**src/rtl/flash_pkg.sv**
```systemverilog
// ============================================================================
// flash_pkg : shared state encoding, flash command codes and header helper
// Revision  : 1.0 - initial release
// ============================================================================
`default_nettype none

package flash_pkg;

  typedef enum logic [2:0] {
    ST_IDLE  = 3'd0,
    ST_SETUP = 3'd1,
    ST_SEND  = 3'd2,
    ST_WAIT  = 3'd3,
    ST_RDCAP = 3'd4,
    ST_HOLD  = 3'd5,
    ST_FIN   = 3'd6
  } state_t;

  localparam logic [7:0] c_cmd_read = 8'h03;
  localparam logic [7:0] c_cmd_wren = 8'h06;
  localparam logic [7:0] c_cmd_rdsr = 8'h05;
  localparam logic [7:0] c_cmd_pp   = 8'h02;

  localparam int c_tmr_w = 16;

  // Header byte order: command first, then address MSB byte first.
  function automatic logic [7:0] hdr_byte(input logic [2:0]  idx,
                                          input logic [7:0]  cmd,
                                          input logic [23:0] addr);
    logic [7:0] b;
    case (idx)
      3'd0:    b = cmd;
      3'd1:    b = addr[23:16];
      3'd2:    b = addr[15:8];
      default: b = addr[7:0];
    endcase
    return b;
  endfunction

endpackage

`default_nettype wire

```
**src/rtl/flash_seq_if.sv**
```systemverilog
// ============================================================================
// flash_seq_if : request/status and byte-engine signals of the flash sequencer
// Revision     : 1.0 - initial release
// ============================================================================
`default_nettype none

interface flash_seq_if;

  logic        i_start;
  logic [7:0]  i_cmd;
  logic [23:0] i_addr;
  logic        i_with_addr;
  logic [8:0]  i_nbytes;
  logic        o_busy;
  logic        o_done;
  logic [7:0]  o_dout;
  logic        o_dvalid;
  logic        o_fcs;
  logic        o_master;
  logic [7:0]  o_bdata_out;
  logic        o_bws;
  logic        o_brs;
  logic [7:0]  i_bdata_in;

  modport master (
    output i_start, i_cmd, i_addr, i_with_addr, i_nbytes, i_bdata_in,
    input  o_busy, o_done, o_dout, o_dvalid, o_fcs, o_master,
           o_bdata_out, o_bws, o_brs
  );

  modport slave (
    input  i_start, i_cmd, i_addr, i_with_addr, i_nbytes, i_bdata_in,
    output o_busy, o_done, o_dout, o_dvalid, o_fcs, o_master,
           o_bdata_out, o_bws, o_brs
  );

endinterface

`default_nettype wire

```
**src/rtl/flash_tmr.sv**
```systemverilog
// ============================================================================
// flash_tmr : loadable down-counter with zero flag for setup/gap/hold timing
// Revision  : 1.0 - initial release
// ============================================================================
`default_nettype none

module flash_tmr #(
  parameter int WIDTH = 16
) (
  input  wire logic             i_clk,
  input  wire logic             i_rstn,
  input  wire logic             i_load,
  input  wire logic [WIDTH-1:0] i_val,
  input  wire logic             i_count,
  output logic                  o_zero
);

  logic [WIDTH-1:0] r_cnt;

  always_ff @(posedge i_clk) begin
    if (!i_rstn) begin
      r_cnt <= '0;
    end else if (i_load) begin
      r_cnt <= i_val;
    end else if (i_count && (r_cnt != '0)) begin
      r_cnt <= r_cnt - 1'b1;
    end
  end

  assign o_zero = (r_cnt == '0);

endmodule

`default_nettype wire

```
**src/rtl/flash_seq.sv**
```systemverilog
// ============================================================================
// flash_seq : SPI flash transaction sequencer driving an external byte engine
// Revision  : 1.0 - initial release
// ============================================================================
`default_nettype none

module flash_seq
  import flash_pkg::*;
#(
  parameter int GAP      = 17,
  parameter int CS_SETUP = 2,
  parameter int CS_HOLD  = 2
) (
  input  wire logic  i_clk,
  input  wire logic  i_rstn,
  flash_seq_if.slave bus
);

  // A timed state lasts (load value + 1) cycles.
  localparam logic [c_tmr_w-1:0] c_ld_setup = c_tmr_w'(CS_SETUP - 1);
  localparam logic [c_tmr_w-1:0] c_ld_gap   = c_tmr_w'(GAP - 2);
  localparam logic [c_tmr_w-1:0] c_ld_hold  = c_tmr_w'(CS_HOLD - 1);
  localparam logic [c_tmr_w-1:0] c_ld_holdw = c_tmr_w'(CS_HOLD);

  state_t              r_state;
  state_t              w_next;
  logic                w_ld;
  logic [c_tmr_w-1:0]  w_ld_val;
  logic                w_tmr_run;
  logic                w_zero;

  logic [7:0]          r_cmd;
  logic [23:0]         r_addr;
  logic                r_with_addr;
  logic [8:0]          r_rd_cnt;
  logic [2:0]          r_hdr_idx;
  logic                r_last_rd;
  logic [7:0]          r_dout;
  logic                r_dvalid;

  logic [2:0]          w_nhdr;
  logic                w_hdr_left;
  logic                w_rd_left;

  assign w_nhdr     = r_with_addr ? 3'd4 : 3'd1;
  assign w_hdr_left = (r_hdr_idx < w_nhdr);
  assign w_rd_left  = (r_rd_cnt != 9'd0);
  assign w_tmr_run  = (r_state == ST_SETUP) || (r_state == ST_WAIT) ||
                      (r_state == ST_HOLD);

  flash_tmr #(
    .WIDTH (c_tmr_w)
  ) u_tmr (
    .i_clk   (i_clk),
    .i_rstn  (i_rstn),
    .i_load  (w_ld),
    .i_val   (w_ld_val),
    .i_count (w_tmr_run),
    .o_zero  (w_zero)
  );

  always_ff @(posedge i_clk) begin
    if (!i_rstn) begin
      r_state <= ST_IDLE;
    end else begin
      r_state <= w_next;
    end
  end

  always_comb begin
    w_next   = r_state;
    w_ld     = 1'b0;
    w_ld_val = '0;
    case (r_state)
      ST_IDLE: begin
        if (bus.i_start) begin
          w_next   = ST_SETUP;
          w_ld     = 1'b1;
          w_ld_val = c_ld_setup;
        end
      end
      ST_SETUP: begin
        if (w_zero) w_next = ST_SEND;
      end
      ST_SEND: begin
        w_next   = ST_WAIT;
        w_ld     = 1'b1;
        w_ld_val = c_ld_gap;
      end
      ST_WAIT: begin
        if (w_zero) begin
          if (r_last_rd) begin
            w_next = ST_RDCAP;
          end else if (w_hdr_left || w_rd_left) begin
            w_next = ST_SEND;
          end else begin
            // Hold also covers the idle cycle that ends the last header byte.
            w_next   = ST_HOLD;
            w_ld     = 1'b1;
            w_ld_val = c_ld_holdw;
          end
        end
      end
      ST_RDCAP: begin
        if (w_rd_left) begin
          w_next = ST_SEND;
        end else begin
          w_next   = ST_HOLD;
          w_ld     = 1'b1;
          w_ld_val = c_ld_hold;
        end
      end
      ST_HOLD: begin
        if (w_zero) w_next = ST_FIN;
      end
      ST_FIN: begin
        w_next = ST_IDLE;
      end
      default: begin
        w_next = ST_IDLE;
      end
    endcase
  end

  always_ff @(posedge i_clk) begin
    if (!i_rstn) begin
      r_cmd       <= 8'h00;
      r_addr      <= 24'h000000;
      r_with_addr <= 1'b0;
      r_rd_cnt    <= 9'd0;
      r_hdr_idx   <= 3'd0;
      r_last_rd   <= 1'b0;
      r_dout      <= 8'h00;
      r_dvalid    <= 1'b0;
    end else begin
      r_dvalid <= (r_state == ST_RDCAP);
      case (r_state)
        ST_IDLE: begin
          if (bus.i_start) begin
            r_cmd       <= bus.i_cmd;
            r_addr      <= bus.i_addr;
            r_with_addr <= bus.i_with_addr;
            r_rd_cnt    <= bus.i_nbytes;
            r_hdr_idx   <= 3'd0;
            r_last_rd   <= 1'b0;
          end
        end
        ST_SEND: begin
          if (w_hdr_left) begin
            r_hdr_idx <= r_hdr_idx + 3'd1;
            r_last_rd <= 1'b0;
          end else begin
            r_rd_cnt  <= r_rd_cnt - 9'd1;
            r_last_rd <= 1'b1;
          end
        end
        ST_RDCAP: begin
          r_dout <= bus.i_bdata_in;
        end
        default: begin
        end
      endcase
    end
  end

  assign bus.o_busy      = (r_state != ST_IDLE) && (r_state != ST_FIN);
  assign bus.o_master    = bus.o_busy;
  assign bus.o_fcs       = (r_state == ST_IDLE) || (r_state == ST_FIN);
  assign bus.o_done      = (r_state == ST_FIN);
  assign bus.o_bws       = (r_state == ST_SEND);
  assign bus.o_brs       = (r_state == ST_RDCAP);
  assign bus.o_bdata_out = (r_state != ST_SEND) ? 8'h00 :
                           w_hdr_left ? hdr_byte(r_hdr_idx, r_cmd, r_addr) :
                           8'hFF;
  assign bus.o_dout      = r_dout;
  assign bus.o_dvalid    = r_dvalid;

endmodule

`default_nettype wire

```
**src/flat_wrapper.sv**
```systemverilog
// flat-port wrapper written by rule: the top's interface ports become plain ports
module flash_seq_flat import flash_pkg::*;
#(
  parameter int GAP      = 17,
  parameter int CS_SETUP = 2,
  parameter int CS_HOLD  = 2
)
  (i_clk, i_rstn, bus_i_start, bus_i_cmd, bus_i_addr, bus_i_with_addr, bus_i_nbytes, bus_i_bdata_in, bus_o_busy, bus_o_done, bus_o_dout, bus_o_dvalid, bus_o_fcs, bus_o_master, bus_o_bdata_out, bus_o_bws, bus_o_brs);
  flash_seq_if bus_i ();
  input  wire logic i_clk;
  input  wire logic i_rstn;
  input wire logic [$bits(bus_i.i_start)-1:0] bus_i_start;
  input wire logic [$bits(bus_i.i_cmd)-1:0] bus_i_cmd;
  input wire logic [$bits(bus_i.i_addr)-1:0] bus_i_addr;
  input wire logic [$bits(bus_i.i_with_addr)-1:0] bus_i_with_addr;
  input wire logic [$bits(bus_i.i_nbytes)-1:0] bus_i_nbytes;
  input wire logic [$bits(bus_i.i_bdata_in)-1:0] bus_i_bdata_in;
  output wire logic [$bits(bus_i.o_busy)-1:0] bus_o_busy;
  output wire logic [$bits(bus_i.o_done)-1:0] bus_o_done;
  output wire logic [$bits(bus_i.o_dout)-1:0] bus_o_dout;
  output wire logic [$bits(bus_i.o_dvalid)-1:0] bus_o_dvalid;
  output wire logic [$bits(bus_i.o_fcs)-1:0] bus_o_fcs;
  output wire logic [$bits(bus_i.o_master)-1:0] bus_o_master;
  output wire logic [$bits(bus_i.o_bdata_out)-1:0] bus_o_bdata_out;
  output wire logic [$bits(bus_i.o_bws)-1:0] bus_o_bws;
  output wire logic [$bits(bus_i.o_brs)-1:0] bus_o_brs;
  assign bus_i.i_start = bus_i_start;
  assign bus_i.i_cmd = bus_i_cmd;
  assign bus_i.i_addr = bus_i_addr;
  assign bus_i.i_with_addr = bus_i_with_addr;
  assign bus_i.i_nbytes = bus_i_nbytes;
  assign bus_i.i_bdata_in = bus_i_bdata_in;
  assign bus_o_busy = bus_i.o_busy;
  assign bus_o_done = bus_i.o_done;
  assign bus_o_dout = bus_i.o_dout;
  assign bus_o_dvalid = bus_i.o_dvalid;
  assign bus_o_fcs = bus_i.o_fcs;
  assign bus_o_master = bus_i.o_master;
  assign bus_o_bdata_out = bus_i.o_bdata_out;
  assign bus_o_bws = bus_i.o_bws;
  assign bus_o_brs = bus_i.o_brs;
  flash_seq #(.GAP(GAP), .CS_SETUP(CS_SETUP), .CS_HOLD(CS_HOLD)) u_core (.i_clk(i_clk), .i_rstn(i_rstn), .bus(bus_i));
endmodule
```
**config.mk**
```make
export PLATFORM = sky130hd
export DESIGN_NAME = flash_seq_flat
export DESIGN_NICKNAME = d
export VERILOG_FILES = /design/src/rtl/flash_pkg.sv /design/src/rtl/flash_seq_if.sv /design/src/rtl/flash_tmr.sv /design/src/rtl/flash_seq.sv /design/src/flat_wrapper.sv
export SDC_FILE = /design/constraint.sdc
export NUM_CORES = 1
export LEC_CHECK = 0
export BUFFER_PORTS_ARGS = -buffer_cell sky130_fd_sc_hd__clkbuf_2
export CORE_UTILIZATION = 40
export CTS_CLUSTER_SIZE = 20
export DETAILED_ROUTE_END_ITERATION = 16
export GPL_TIMING_DRIVEN = 0
export PLACE_DENSITY = 0.69
export RECOVER_POWER = 25
export SYNTH_ARGS = -nofsm -noshare
export SYNTH_HDL_FRONTEND = slang
export SYNTH_SLANG_ARGS = --single-unit
```
**constraint.sdc**
```tcl
create_clock -name i_clk -period 3.01 [get_ports i_clk]
set_input_delay 0.4515 -clock i_clk [delete_from_list [all_inputs] [get_ports i_clk]]
set_output_delay 0.4515 -clock i_clk [all_outputs]
set_load 0.02 [all_outputs]
```
**Yosys cells after proc, flatten, opt, wreduce, memory -nomap -nowiden**

Cells that the tools add are included.

- Flip-flop bits (word level): 74
- Input bits: 53
- Logic and storage cells: 84

- Reductions and logical operators: 19
- Magnitude comparators: 1
- Equal/unequal tests: 16
- $add $sub $neg: 3
- Multiplexer cells: 35

Operators by type and width:

| cell | count |
|---|---|
| $mux W16 | 4 |
| $pmux W16 S4 | 1 |
| $mux W3 | 10 |
| $pmux W8 S3 | 1 |
| $mux W9 | 2 |
| $pmux W3 S6 | 1 |
| $pmux W9 S2 | 1 |
| $logic_not A16 Y1 | 1 |
| $mux W8 | 2 |
| $reduce_bool A16 Y1 | 1 |
| $sub A16 B1 Y16 const B | 1 |
| $ne A2 B2 Y1 const B | 5 |
| $eq A3 B2 Y1 const B | 3 |
| $eq A3 B3 Y1 const B | 3 |
| $mux W1 | 9 |
| $reduce_bool A9 Y1 | 1 |
| $sub A9 B1 Y9 const B | 1 |
| $eq A3 B1 Y1 const B | 2 |
| $logic_not A3 Y1 | 2 |
| $pmux W3 S2 | 1 |
| $reduce_and A3 Y1 | 2 |
| $logic_or A1 B1 Y1 | 4 |
| $pmux W1 S4 | 1 |
| $reduce_and A2 Y1 | 2 |
| other kinds (11) | 13 |

**Logic depth before layout (Yosys ltp)**

- Depth in word-level cells: 8
- Mapped depth: 9
- Depth with buffers taken out: 8

**Modules after synthesis**

A second synthesis with hierarchy kept.

- Cells, all modules: 477
- Area total of the unflattened synthesis: 3769.9 um^2

By module, submodules not included:

| module | area each (um^2) | sequential area each (um^2) | times used | cells each |
|---|---|---|---|---|
| flash_seq | 2847.7 | 1161.1 | 1 | 363 |
| flash_tmr | 922.1 | 320.3 | 1 | 114 |

**Worst setup path after synthesis**

No wires, ideal clock.

- Path kind: reg2reg
- Start: register u_core.u_tmr.r_cnt[4]
- End: register u_core.u_tmr.r_cnt[10]
- Period minus slack after synthesis: 2532 ps
- Library setup time: 71 ps
- Path slack: 478 ps
- Data arrival time: 2462 ps
- Stages on the path, launching flop included: 8
- Path through: dfxtp_1 -> or4_4 -> or4_1 -> buf_2 -> nor4_4 -> nor3_2 -> or4_1 -> a21oi_1

- Cells in the longest elaborated chain, start to end: 4
- Elaborated cells on any way between the ends: 11

RTL lines:

| element | RTL line | RTL |
|---|---|---|
| start: declaration | flash_tmr.sv:18 | `logic [WIDTH-1:0] r_cnt;` |
| start signal: assignment | flash_tmr.sv:24 | `r_cnt <= i_val;` |
| start signal: assignment | flash_tmr.sv:26 | `r_cnt <= r_cnt - 1'b1;` |
| parallel branches: the longest is 4 deep, another holds $sub A16 B1 Y16 | - |  |

Parallel ways; which one is timed is not known. The select of a mux whose other input is x is not followed.
A chain may end at the register's enable or synchronous reset.

**Worst setup path in the final report**

- Start: register u_core.r_hdr_idx[1]
- End: output port bus_o_bdata_out[0]

- Cells in the longest elaborated chain, start to end: 4
- Elaborated cells on any way between the ends: 7

RTL lines:

| element | RTL line | RTL |
|---|---|---|
| start: declaration | flash_seq.sv:36 | `logic [2:0] r_hdr_idx;` |
| start signal: assignment | flash_seq.sv:150 | `r_hdr_idx <= r_hdr_idx + 3'd1;` |
| $eq A3 B2 Y1 (tied with other cells) | flash_pkg.sv:31 | `case (idx)` |
| $pmux W8 S3 | flash_pkg.sv:31 |  |
| $mux W8 (*) | flash_seq.sv:173 | `w_hdr_left ? hdr_byte(r_hdr_idx, r_cmd, r_addr) :` |
| $mux W8 (*) | flash_seq.sv:172 | `assign bus.o_bdata_out = (r_state != ST_SEND) ? 8'h00 :` |
| end: declaration | flat_wrapper.sv:24 | `output wire logic [$bits(bus_i.o_bdata_out)-1:0] bus_o_bdata_out;` |

Every way passes the cells marked *; elsewhere a longest branch is shown, timed or not.

==> run summary <==
status: completed
PnR worst setup slack: 0.1588 ns
Final ANT Viol Nets: 0
Cell Rows: 33
Psw: 1794 uW
final setup fails: 0
CP Launch Point: u_core.r_hdr_idx[1]$_SDFFE_PN0P_
Syn Nets: 526
Die ar.: 9175 um^2
routed length per placed instance: 13.56 um
Post-Synthesis Cells: 464
FF-to-FF setup slack: 0.22 ns
drt first pass iters: 5
fraction of final layout cells with drive strength greater than 1: 0.1721
Final Hold Viols: 0
Clock Power Share: 0.208
FF+latch count, synth: 74
Worst Reg-to-Reg Cells: 7
initial detailed-routing violation count: 197
sw frac: 0.4290
most common cell after layout, fill and taps aside: nand2_1
CTS Root Cell: clkbuf_8
Final period util: 0.9472
drt via density: 5.341
final wirelength: 8907 um
Hold WC Path Type: input pin to flip-flop
Clock Skew: 0.008510 ns
first-pass GRT wire length: 14320 um
grt ovf: 0
clk slew on worst S/H paths: 0.09 ns
Crit path required time: 2.56 ns
Yosys Warn Count: 0
Leak Pwr: 0.001655 uW
Pwr Density: 986.6 nW/um^2
drc violations: 0
Worst setup EP type: output pin
ys flop type: dfxtp_1
worst-path fanout max: 10
GPL Wtd Cong: 0.8537
max incr delay on CP: 0.41 ns
Reg area: 1483 um^2
sequential fraction of design power: 0.331
IO Count: 76
area used by multi-input combinational logic: 1878 um^2
Netlist cell types: 48
core area: 8382 um^2
Tot GR Track Use: 0.2031
sequential area share after synthesis: 0.4211
Die X: 95.79 um
Slowest cell on crit path: dfxtp_1
initial antenna violation count: 0
Clock Latency Late Sink: 0.35 ns
final hold slack: 0.3059 ns
post-synthesis async set-or-reset flop share: 0
area delta synth->final: 20.45%
commonest non-fill, non-tap cells in the layout: 107 x nand2_1, 73 x dfxtp_1, 69 x a21oi_1, 67 x clkbuf_2, 32 x clkbuf_1
vias in the first global route: 3019
Place WS: 0.2173 ns
Cell Int Power: 2387 uW
largest net degree at the start of global routing: 15
Max Slew Vio Count: 0
VDD IR-drop max: 0.0003080 V
Clock Sinks: 74
Die Y-Extent: 95.79 um
crit path to: bus_o_bdata_out[0]
RSZ-0062 raised after global routing: no
data arrival time of the worst path: 2.40 ns
fmax: 350.7 MHz
relative slew slack: 0.3127
CTS H-tree lvls: 3
CTS tree: done
Fill cells: 861
Worst R2R End: u_core.u_tmr.r_cnt[10]$_SDFFE_PN0P_
MaxCap Viol Count: 0
CTS Buf Count: 9
min Tclk post-route: 2.851 ns
Logic pwr share: 0.461
Post-CTS Repair Setup Buffers: 0
CTS max path bufs: 2
DP Wirelength: 6621 um
ANT cells: 0
worst r2r src: u_core.u_tmr.r_cnt[4]$_SDFFE_PN0P_
initial core utilization: 0.4198
WS Path Type: flip-flop to output pin
number of flops mapped to enable cells by yosys: 0
vias: 3509
measured slew at the worst slew-check pin: 1.028 ns
crit-path cells: inv_1, ha_1, nor2b_2, or3_1, clkbuf_1, nand3_1, o21ai_0, a21oi_1, clkbuf_2
cell area after synthesis: 3518 um^2
Net count, final: 609
Synth Area per Inst: 7.583 um^2
Worst setup SP type: flip-flop
IO buf count: 75
Setup TNS: 0 ns
-- metrics by stage --
step | area [um^2] | total power (uW) | util | instances
2_1_floorplan | 3518 | 2821 | - | 464
3_3_place_gp | 4025 | 3265 | 0.4802 | 644
3_5_place_dp | 4025 | 3312 | 0.4802 | 644
5_1_grt | 4238 | 4520 | 0.5056 | 657
4_1_cts | 4247 | 4183 | 0.5066 | 659
6_report | 4238 | 4181 | 0.5056 | 657
-- critical path: cells and delay by family, from the launching register on --
family	cells	cell delay (ns)
simple gates	3	0.69
compound gates	2	0.28
flops	1	0.41
fa+ha+maj	1	0.19
buf+inv	3	0.48
-- power groups by stage --
| stage | Clock, uW | Combinational (uW) | Sequential [uW] |
|---|---|---|---|
| after global placement | 0 | 1880 | 1390 |
| after floorplan | 0 | 1470 | 1350 |
| after CTS | 888 | 1920 | 1380 |
| after detailed placement | 0 | 1910 | 1400 |
| after global routing | 936 | 2170 | 1410 |
| final | 871 | 1930 | 1380 |
-- what timing repair did --
action,in CTS,in global routing
setup endpoints to repair,3,9
hold buffers,0,0
cloned,0,0
resized for setup,0,7
-- cells in the mapped netlist (all sizes together) (3+ instances only) --
library cell | count | area share
nor4 | 8 | 0.018
o31ai | 3 | 0.0064
o21ai | 23 | 0.033
inv | 11 | 0.012
nor3 | 17 | 0.026
a222oi | 3 | 0.0085
clkbuf | 25 | 0.027
nand2 | 107 | 0.11
buf | 5 | 0.0068
nor2 | 29 | 0.031
or4 | 5 | 0.012
a21oi | 69 | 0.098
a31oi | 4 | 0.0071
or3 | 12 | 0.021
nand3 | 9 | 0.013
a211oi | 4 | 0.0085
xnor2 | 5 | 0.012
nor2b | 5 | 0.0089
xor2 | 3 | 0.0075
a22oi | 5 | 0.011
nand3b | 5 | 0.011
ha | 9 | 0.032
dfxtp | 74 | 0.42
-- sequential cells by signal, indices dropped and copies added (netlist names) --
name and count:
u_core.bus.o_dout 8, u_core.bus.o_dvalid 1, u_core.r_addr 24, u_core.r_cmd 8, u_core.r_hdr_idx 3, u_core.r_last_rd 1, u_core.r_rd_cnt 9, u_core.r_state 3
u_core.r_with_addr 1, u_core.u_tmr.r_cnt 16
-- cell type report --
class | count | area share
Buffer | 27 | 0.02569
Tap cell | 105 | 0.03100
Timing Repair Buffer | 75 | 0.08562
Clock buffer | 9 | 0.02923
Sequential cell | 74 | 0.3499
Inverter | 13 | 0.01151
Clock inverter | 7 | 0.02391
Multi-Input combinational cell | 347 | 0.4432
-- layer usage --
layer	up-vias	routed length, um	GRT usage
li1	1784	-	-
met1	1610	4325	0.2810
met2	100	3951	0.3048
met3	15	457	0.03870
met4	0	172	0.09204
met5	-	0	0
-- logic make-up after synthesis --
logic type,synth area share
XOR/XNOR,0.01992
buffers and inverters,0.04730
flip-flops,0.4211
AND/OR/NAND/NOR,0.2745
adder cells (fa/ha/maj),0.03201
AO/OA/AOI/OAI,0.2052
-- how the worst min path moves through the flow --
stage	startpoint	end	slack (ns)	cells after the start
floorplan	u_core.r_addr[0]$_SDFFE_PN0P_	u_core.r_addr[0]$_SDFFE_PN0P_	0.43	2
global placement	u_core.r_addr[14]$_SDFFE_PN0P_	u_core.r_addr[14]$_SDFFE_PN0P_	0.44	2
detailed placement	u_core.r_addr[7]$_SDFFE_PN0P_	u_core.r_addr[7]$_SDFFE_PN0P_	0.45	2
CTS	bus_i_addr[9]	u_core.r_addr[9]$_SDFFE_PN0P_	0.30	3
global route	bus_i_addr[19]	u_core.r_addr[19]$_SDFFE_PN0P_	0.31	3
finish	bus_i_addr[9]	u_core.r_addr[9]$_SDFFE_PN0P_	0.31	3
Note: power is estimated with default switching activity, not from simulation.
